File: src/rtl/renode_apb_pkg.sv
// Shared types for the Renode APB requester: FSM states, the response record
// and the DataWidth legality check.
package renode_apb_pkg;

    localparam int MAX_DW = 64;

    typedef enum logic [1:0] {
        IDLE   = 2'd0,
        SETUP  = 2'd1,
        ACCESS = 2'd2,
        RESP   = 2'd3
    } state_e;

    // rdata is sized for the widest legal bus; the top slices it down.
    typedef struct packed {
        logic [MAX_DW-1:0] rdata;
        logic              error;
        logic              timeout;
    } rsp_t;

    function automatic bit legal_data_width(input int w);
        return (w == 8) || (w == 16) || (w == 32) || (w == 64);
    endfunction

endpackage

File: src/rtl/renode_irq_capture.sv
// Interrupt capture: 2-flop synchroniser, rising-edge detect and sticky
// pending bits with a per-bit clear (a same-cycle edge wins over clear).
module renode_irq_capture #(
    parameter int InterruptCount = 4
) (
    input  logic                      pclk,
    input  logic                      preset,
    input  logic [InterruptCount-1:0] irq_in,
    input  logic [InterruptCount-1:0] irq_clear,
    output logic [InterruptCount-1:0] irq_pending
);

    logic [InterruptCount-1:0] sync1_q, sync2_q, prev_q, rise;

    assign rise = sync2_q & ~prev_q;

    always_ff @(posedge pclk or posedge preset) begin
        if (preset) begin
            sync1_q     <= '0;
            sync2_q     <= '0;
            prev_q      <= '0;
            irq_pending <= '0;
        end else begin
            sync1_q     <= irq_in;
            sync2_q     <= sync1_q;
            prev_q      <= sync2_q;
            irq_pending <= (irq_pending & ~irq_clear) | rise;
        end
    end

endmodule

File: src/rtl/renode_apb_requester.sv
// APB manager for the Renode bus layer: valid/ready request in, APB
// SETUP/ACCESS with wait states and timeout, valid/ready response out.
// Define RENODE_APB_PSTRB_EN for the APB4 pstrb port; otherwise writes are full-width APB3.
module renode_apb_requester
    import renode_apb_pkg::*;
#(
    parameter int AddressWidth   = 20,
    parameter int DataWidth      = 32,
    parameter int TimeoutCycles  = 256,
    parameter int InterruptCount = 4
) (
    input  logic                      pclk,
    input  logic                      preset,
    input  logic                      req_valid,
    output logic                      req_ready,
    input  logic                      req_write,
    input  logic [AddressWidth-1:0]   req_addr,
    input  logic [DataWidth-1:0]      req_wdata,
    input  logic [DataWidth/8-1:0]    req_strb,
    output logic                      rsp_valid,
    input  logic                      rsp_ready,
    output logic [DataWidth-1:0]      rsp_rdata,
    output logic                      rsp_error,
    output logic                      rsp_timeout,
    output logic [AddressWidth-1:0]   paddr,
    output logic                      psel,
    output logic                      penable,
    output logic                      pwrite,
    output logic [DataWidth-1:0]      pwdata,
`ifdef RENODE_APB_PSTRB_EN
    output logic [DataWidth/8-1:0]    pstrb,
`endif
    input  logic                      pready,
    input  logic [DataWidth-1:0]      prdata,
    input  logic                      pslverr,
    input  logic [InterruptCount-1:0] irq_in,
    input  logic [InterruptCount-1:0] irq_clear,
    output logic [InterruptCount-1:0] irq_pending
);

    if (!legal_data_width(DataWidth)) begin : g_bad_dw
        $error("renode_apb_requester: illegal DataWidth %0d", DataWidth);
    end

    localparam int StrbW   = DataWidth / 8;
    localparam int AddrLsb = $clog2(StrbW);
    localparam int CntW    = (TimeoutCycles == 0) ? 1 : $clog2(TimeoutCycles + 1);
    localparam logic [CntW-1:0] TimeoutLim = CntW'(TimeoutCycles);
    localparam logic [AddressWidth-1:0] AddrMask =
        ~((AddressWidth'(1) << AddrLsb) - AddressWidth'(1));

    state_e                  state_q, state_d;
    logic                    write_q;
    logic [AddressWidth-1:0] addr_q;
    logic [DataWidth-1:0]    wdata_q;
    logic [CntW-1:0]         wait_cnt, cnt_inc;
    logic                    timeout_hit;
    rsp_t                    rsp_q;

    // cnt_inc is the number of ACCESS cycles including the current one.
    assign cnt_inc     = wait_cnt + CntW'(1);
    assign timeout_hit = (TimeoutCycles != 0) && !pready && (cnt_inc == TimeoutLim);

    always_ff @(posedge pclk or posedge preset) begin
        if (preset) state_q <= IDLE;
        else        state_q <= state_d;
    end

    always_comb begin
        state_d = state_q;
        case (state_q)
            IDLE:    if (req_valid) state_d = SETUP;
            SETUP:   state_d = ACCESS;
            ACCESS:  if (pready || timeout_hit) state_d = RESP;
            RESP:    if (rsp_ready) state_d = IDLE;
            default: state_d = IDLE;
        endcase
    end

    // req_ready is held low for the whole reset assertion.
    always_comb begin
        req_ready = 1'b0;
        psel      = 1'b0;
        penable   = 1'b0;
        rsp_valid = 1'b0;
        case (state_q)
            IDLE:    req_ready = ~preset;
            SETUP:   psel = 1'b1;
            ACCESS: begin
                psel    = 1'b1;
                penable = 1'b1;
            end
            RESP:    rsp_valid = 1'b1;
            default: ;
        endcase
    end

    always_ff @(posedge pclk or posedge preset) begin
        if (preset) begin
            write_q  <= 1'b0;
            addr_q   <= '0;
            wdata_q  <= '0;
            wait_cnt <= '0;
            rsp_q    <= '0;
        end else begin
            if (state_q == IDLE && req_valid) begin
                write_q  <= req_write;
                addr_q   <= req_addr & AddrMask;
                wdata_q  <= req_wdata;
                wait_cnt <= '0;
            end
            if (state_q == ACCESS) begin
                if (pready) begin
                    rsp_q.rdata   <= write_q ? '0 : MAX_DW'(prdata);
                    rsp_q.error   <= pslverr;
                    rsp_q.timeout <= 1'b0;
                end else begin
                    wait_cnt <= cnt_inc;
                    if (timeout_hit) begin
                        rsp_q.rdata   <= '0;
                        rsp_q.error   <= 1'b1;
                        rsp_q.timeout <= 1'b1;
                    end
                end
            end
        end
    end

    assign paddr       = addr_q;
    assign pwrite      = write_q;
    assign pwdata      = wdata_q;
    assign rsp_rdata   = rsp_q.rdata[DataWidth-1:0];
    assign rsp_error   = rsp_q.error;
    assign rsp_timeout = rsp_q.timeout;

    logic unused_rsp_hi;
    assign unused_rsp_hi = ^rsp_q.rdata;

`ifdef RENODE_APB_PSTRB_EN
    logic [StrbW-1:0] strb_q;

    always_ff @(posedge pclk or posedge preset) begin
        if (preset)                         strb_q <= '0;
        else if (state_q == IDLE && req_valid) strb_q <= req_strb;
    end

    assign pstrb = (psel && write_q) ? strb_q : '0;
`else
    logic unused_strb;
    assign unused_strb = ^req_strb;
`endif

    renode_irq_capture #(
        .InterruptCount(InterruptCount)
    ) u_irq (
        .pclk        (pclk),
        .preset      (preset),
        .irq_in      (irq_in),
        .irq_clear   (irq_clear),
        .irq_pending (irq_pending)
    );

endmodule
File: config.mk
export PLATFORM = sky130hd
export DESIGN_NAME = renode_apb_requester
export DESIGN_NICKNAME = d
export VERILOG_FILES = /design/src/rtl/renode_apb_pkg.sv /design/src/rtl/renode_irq_capture.sv /design/src/rtl/renode_apb_requester.sv
export SDC_FILE = /design/constraint.sdc
export NUM_CORES = 1
export LEC_CHECK = 0
export ABC_AREA = 1
export ABC_CLOCK_PERIOD_IN_PS = 4400
export CORE_UTILIZATION = 43
export CTS_CLUSTER_SIZE = 25
export DETAILED_ROUTE_END_ITERATION = 8
export PLACE_DENSITY = 0.89
export SYNTH_ARGS = -nofsm -noshare
export SYNTH_HDL_FRONTEND = slang
export SYNTH_HIERARCHICAL = 1
export SYNTH_SLANG_ARGS = --single-unit
File: constraint.sdc
create_clock -name pclk -period 4.4 [get_ports pclk]
set_clock_uncertainty 0.2 [all_clocks]
set_input_delay 0.88 -clock pclk [delete_from_list [all_inputs] [get_ports pclk]]
set_output_delay 0.88 -clock pclk [all_outputs]
set_load 0.02 [all_outputs]
# --- Word-level counts from Yosys, hierarchy flattened ---
# Index checks and enable logic that the tools add are counted.
word_totals:
  ff_bits: 112
  input_bits: 103
  out_inout_bits: 95
  wordCells: 49
op_classes:
  add_sub_neg: 1
  eq_ne: 7
  n_mux: 14
  bitwise_logic: 6
  reduce_logical: 9
op_table:
  columns: ["operator", "n"]
  rows:
  - ["2-to-1 mux 34 bit", 2]
  - ["2-to-1 mux 32 bit", 1]
  - ["2-to-1 mux 9 bit", 3]
  - ["adder 9 x 1 -> 9 bit, second input constant", 1]
  - ["== test 9 bit, second input constant", 1]
  - ["bitwise AND 4 bit", 2]
  - ["inverter 4 bit", 2]
  - ["one-hot mux 2 bit (4 select lines)", 1]
  - ["2-to-1 mux 2 bit", 3]
  - ["inequality test 2 bit, second input constant", 3]
  - ["== test 2 bit, second input constant", 2]
  - ["2-to-1 mux 1 bit", 4]
  - ["bitwise OR 4 bit", 1]
  - ["AND reduction 3 bit", 1]
  - ["== test 2 x 1 -> 1 bit, second input constant", 1]
  - ["logical AND 1 bit", 2]
  - ["logical NOT 2 bit", 1]
  - ["AND reduction 2 bit", 1]
  - ["nonzero test 2 bit", 1]
  - ["OR reduction 2 bit", 1]
  - ["logical NOT 1 bit", 1]
  - ["logical OR 1 bit", 1]
  - ["inverter 1 bit", 1]

# --- Logic depth before layout (Yosys ltp) ---
logic_depth:
  ltp_word: 6
  mapped_depth: 12
  mapped_depth_nobuf: 12

# --- By module ---
# Netlist, hierarchy kept.
by_module_without_submodules:
  columns: ["mod", "n_inst", "cells_per_inst", "area_each_um2", "seq_area_each_um2"]
  rows:
  - ["renode_apb_requester", 1, 484, 4260.3, 2402.3]
  - ["renode_irq_capture", 1, 37, 479.2, 400.4]

# --- Worst setup path after synthesis ---
# No wires, ideal clock.
synth_timing:
  kind: "input to output"
  startpoint: "input port preset"
  endpoint: "output port req_ready"
  t_arrival_ns: 1.173
  t_required_ns: 3.320
  slack_ns: 2.147
  cell_stages: 1
  n_path_buf: 0
  cell_sequence: "nor2_1"
synth_via:
  elab_chain_len: 2
synth_lines:
  columns: ["item", "line_no", "source"]
  rows:
  - ["start, declared", "renode_apb_requester.sv:13", "input logic preset,"]
  - ["inverter 1 bit", "renode_apb_requester.sv:87", "IDLE: req_ready = ~preset;"]
  - ["2-to-1 mux 1 bit", "renode_apb_requester.sv:86", "case (state_q)"]
  - ["end, declared", "renode_apb_requester.sv:15", "output logic req_ready,"]
# No other way between the ends.

# --- Final worst setup path ---
# Same ends and word-level chain as after synthesis.

==> run summary <==
Among the stages of the critical path, the cell type that occurs most often is sky130_fd_sc_hd__clkdlybuf4s50_1. The netlist area before placement was 4740 um^2; the vertical extent of the die was 107.0 um. Post-route clock period utilization: 71.91%. The required time reported for the critical path endpoint is 3.32 ns, and the cell row count is 37.

Share of the core filled with cells in the final layout: 65.94%. At the end of routability-driven placement, the weighted congestion stood at 0.8223. Family with the most delay on the worst path: buffers and inverters.

In the synthesized netlist, the number of instances is 521. The tools report the total number of nets in the final design as 808. The tools report the launch point of the worst reg-to-reg path as state_q[0]. Input and output buffers added on the ports amount to 189. For this run, the number of Yosys warnings is 6.

The number of levels in the clock H-tree came out at 3. The post-detailed-route wirelength per cell works out to 14.12 um. During I/O placement, the number of pins put on the boundary was 198. The cell accounting for the most synthesized area was sky130_fd_sc_hd__dfrtp_1.

In this design, the stage delay of the slowest critical-path cell is 0.60 ns. After detailed routing, the number of remaining DRC violations is 0. Actual transition at the worst max-transition pin: 0.9779 ns. Critical path class: in -> out. The worst hold path was traced through 0 stages.

STA classifies the critical path startpoint as an input pin. Once the clock tree was built, the resizer swapped 0 gates to a different size. After detailed placement, the total cell area comes to 6715 um^2. In this run the deepest clock path goes through 2 buffers. For the worst flop-to-flop path, the logic depth is 8. Relative to the synthesized area, the layout overhead comes to 46.20%. In this run the worst path has a maximum fanout of 3. For the number of optimization iterations in the first detailed-route pass, the log shows 4. The tools report the global-route wire length before repair as 19,050 um. Clock latency on the worst-skew pair, taken at its later pin, is 0.36 ns.

For this block, the via count after detailed routing is 4,216. After clock tree synthesis, the clock-pin slew on the worst setup and hold paths is 0.08 ns. The core region is 10,510 um^2.

For the count of hold buffers inserted by post-cts repair, the log shows 0. The average instance in the mapped netlist occupies 9.097 um^2. The tree is rooted in a sky130_fd_sc_hd__clkbuf_8. The initial DRC count came out at 270.

After filler insertion, the fill cell instance count of the layout stands at 792. Buffers inserted during clock tree synthesis total 9. In this run, synthesis produced a sequential element count of 112.

Yosys instantiated no cell more often than sky130_fd_sc_hd__nand2_1. Setup violations remaining at the end of the flow were counted as 0. The power density over the cells works out to 665.3 nW/um^2. The tools report the global-route usage over all layers as 21.03%. For this run, the leading register cell type out of synthesis is sky130_fd_sc_hd__dfrtp_1.

The number of antenna violations at the first check in global routing was 0. For this run the aggregate overflow at the end of global routing stands at 0. For the hold violation count in the final report, the log shows 0. The die is 107.0 um wide.

In the final layout, the share of cells above drive strength 1 is 7.670%. The tools report the detailed-route wire length as 11,860 um. The worst hold path belongs to the class reg -> reg. The count of inserted antenna diode cells was 0; the unique cell type count in the Yosys netlist was 27. The die covers 11,450 um^2. For flop-to-flop paths, the worst setup slack is 1.97 ns.

The worst setup path is captured at an output pin. Setup repair after global routing left no endpoint under its margin. TritonCTS built the clock tree.

Entering global routing, the biggest net connects 75 pins. The total half-perimeter wirelength after legalization and detailed placement is 8489 um, and the number of cells on the critical path is 3. STA puts the critical path data arrival time at 2.08 ns.

The endpoint identified for the worst register-to-register timing path is wait_cnt[4]. The synthesized design contains 0 enable-type register cells. The flow ran to the end, and the final reports show no timing, DRC or antenna violations. Measured against its own limit, the worst slew margin works out to 34.74%. The initial utilization of the core area, before any placement, comes to 45.10%.

Sequential cells were found to cover 59.13% of the synthesized design area. The largest voltage drop on the vdd net is 0.3816 mV. Post-CTS timing repair inserted 0 buffers for setup. Sorting the synthesized cells by area gives the leading types as sky130_fd_sc_hd__dfrtp_1, sky130_fd_sc_hd__nand2_1, sky130_fd_sc_hd__nand3_2, sky130_fd_sc_hd__nand4_1, sky130_fd_sc_hd__nand3_1. The design draws 4610 uW. The tool flagged a number of max-cap violations equal to 0. The post-route setup TNS came out at 0 ns.

In this run the worst setup path begins at preset. After synthesis, the most frequently instantiated cells are sky130_fd_sc_hd__nand2_1, sky130_fd_sc_hd__dfrtp_1, sky130_fd_sc_hd__nand4_1. The worst path needs 3.164 ns of the cycle, external delays included. After detailed routing, the number of vias per cell comes to 5.019.

In this run the biggest area consumer among cell types represents 59.13% of the synthesized area. The number of buffers and inverters on the critical path is 2. The cell at the slowest stage of the critical path is sky130_fd_sc_hd__clkdlybuf4s50_1.

The clock drives 112 sinks. For the number of global-route vias before repair, the log shows 4,050. In this run the worst setup path terminates at req_ready. The async set-or-reset flop fraction in the synthesized netlist was 100.0%. The standby leakage power was 0.003344 uW; the maximum frequency from static timing analysis was 316.0 MHz. The signal on the critical path passes through clkdlybuf4s50_1 -> nor2_1 -> clkdlybuf4s50_1.

The post-route antenna net violation count is 0, and the max-slew violation count is 0. The run gives 6929 um^2 as the final cell area excluding filler cells.
[how the worst min path moves through the flow]
stage | startpoint | to | slack (ns)
CTS | u_irq/sync1_q[0] | u_irq/sync2_q[0] | 0.16
global route | u_irq/sync1_q[0] | u_irq/sync2_q[0] | 0.16
floorplan | u_irq/sync1_q[0] | u_irq/sync2_q[0] | 0.13
detailed placement | u_irq/sync1_q[0] | u_irq/sync2_q[0] | 0.14
global placement | u_irq/sync1_q[0] | u_irq/sync2_q[0] | 0.13
finish | u_irq/sync1_q[0] | u_irq/sync2_q[0] | 0.16
[per-stage QoR]
stage / instances / hold WS (ns) / setup slack [ns]
after floorplan: 522 / 0.1312 / 0.8146
after global placement: 824 / 0.1348 / 1.237
after detailed placement: 824 / 0.1363 / 1.237
after CTS: 840 / 0.1573 / 1.232
after global routing: 840 / 0.1635 / 1.202
final: 840 / 0.1552 / 1.236
[worst reg2reg max path: cells and delay by family, from the launching register on]
| kind | cells | cell delay (ns) |
|---|---|---|
| compound gates | 1 | 0.11 |
| fa+ha+maj | 1 | 0.17 |
| buf+inv | 4 | 0.77 |
| flops | 1 | 0.41 |
| simple gates | 2 | 0.65 |
[area by class of cell]
class	count	area (um^2)	area share, %
Timing Repair Buffer	195	1937	27.95
Multi-Input combinational cell	350	1687	24.34
Clock buffer	13	148.9	2.149
Sequential cell	112	2803	40.45
Tap cell	136	170.2	2.456
Inverter	31	118.9	1.715
Clock inverter	3	65.06	0.9390
[cells by family after synthesis]
logic type,share of synthesized area (%)
simple gates,31.94
flops,59.13
buf+inv,5.412
compound gates,1.848
fa+ha+maj,1.584
other cells,0.07912
[power by group]
| group | internal (uW) | switching (uW) | total [uW] |
|---|---|---|---|
| Combinational | 1010 | 1260 | 2270 |
| Sequential | 1430 | 250 | 1680 |
| Clock | 337 | 321 | 658 |
[registers in the layout, summed over array words and instances (netlist names)]
register           count
rsp_timeout            1
pwrite                 1
wait_cnt               9
rsp_rdata             32
pwdata                32
u_irq/sync2_q          4
u_irq/prev_q           4
state_q                2
u_irq/sync1_q          4
paddr                 18
rsp_error              1
u_irq/irq_pending      4
[layout by cell type, fill, tap and decap left out, drive strengths merged]
cell / n
bufinv: 2
a21boi: 1
o21ai: 9
inv: 30
ha: 6
conb: 2
o21bai: 1
clkinv: 2
or2: 2
nand3: 43
nand2: 232
nand4: 33
dfrtp: 112
o22ai: 3
a22o: 1
buf: 6
clkbuf: 13
nor2: 17
clkdlybuf4s50: 189
[per-layer routing]
metal | vias to the layer above | wire, um | track usage (%)
li1 | 2007 | - | -
met1 | 2027 | 4922 | 25.99
met2 | 171 | 5794 | 35.62
met3 | 11 | 1005 | 5.714
met4 | 0 | 142 | 7.045
met5 | - | 0 | 0
Note: power is estimated with default switching activity, not from simulation.
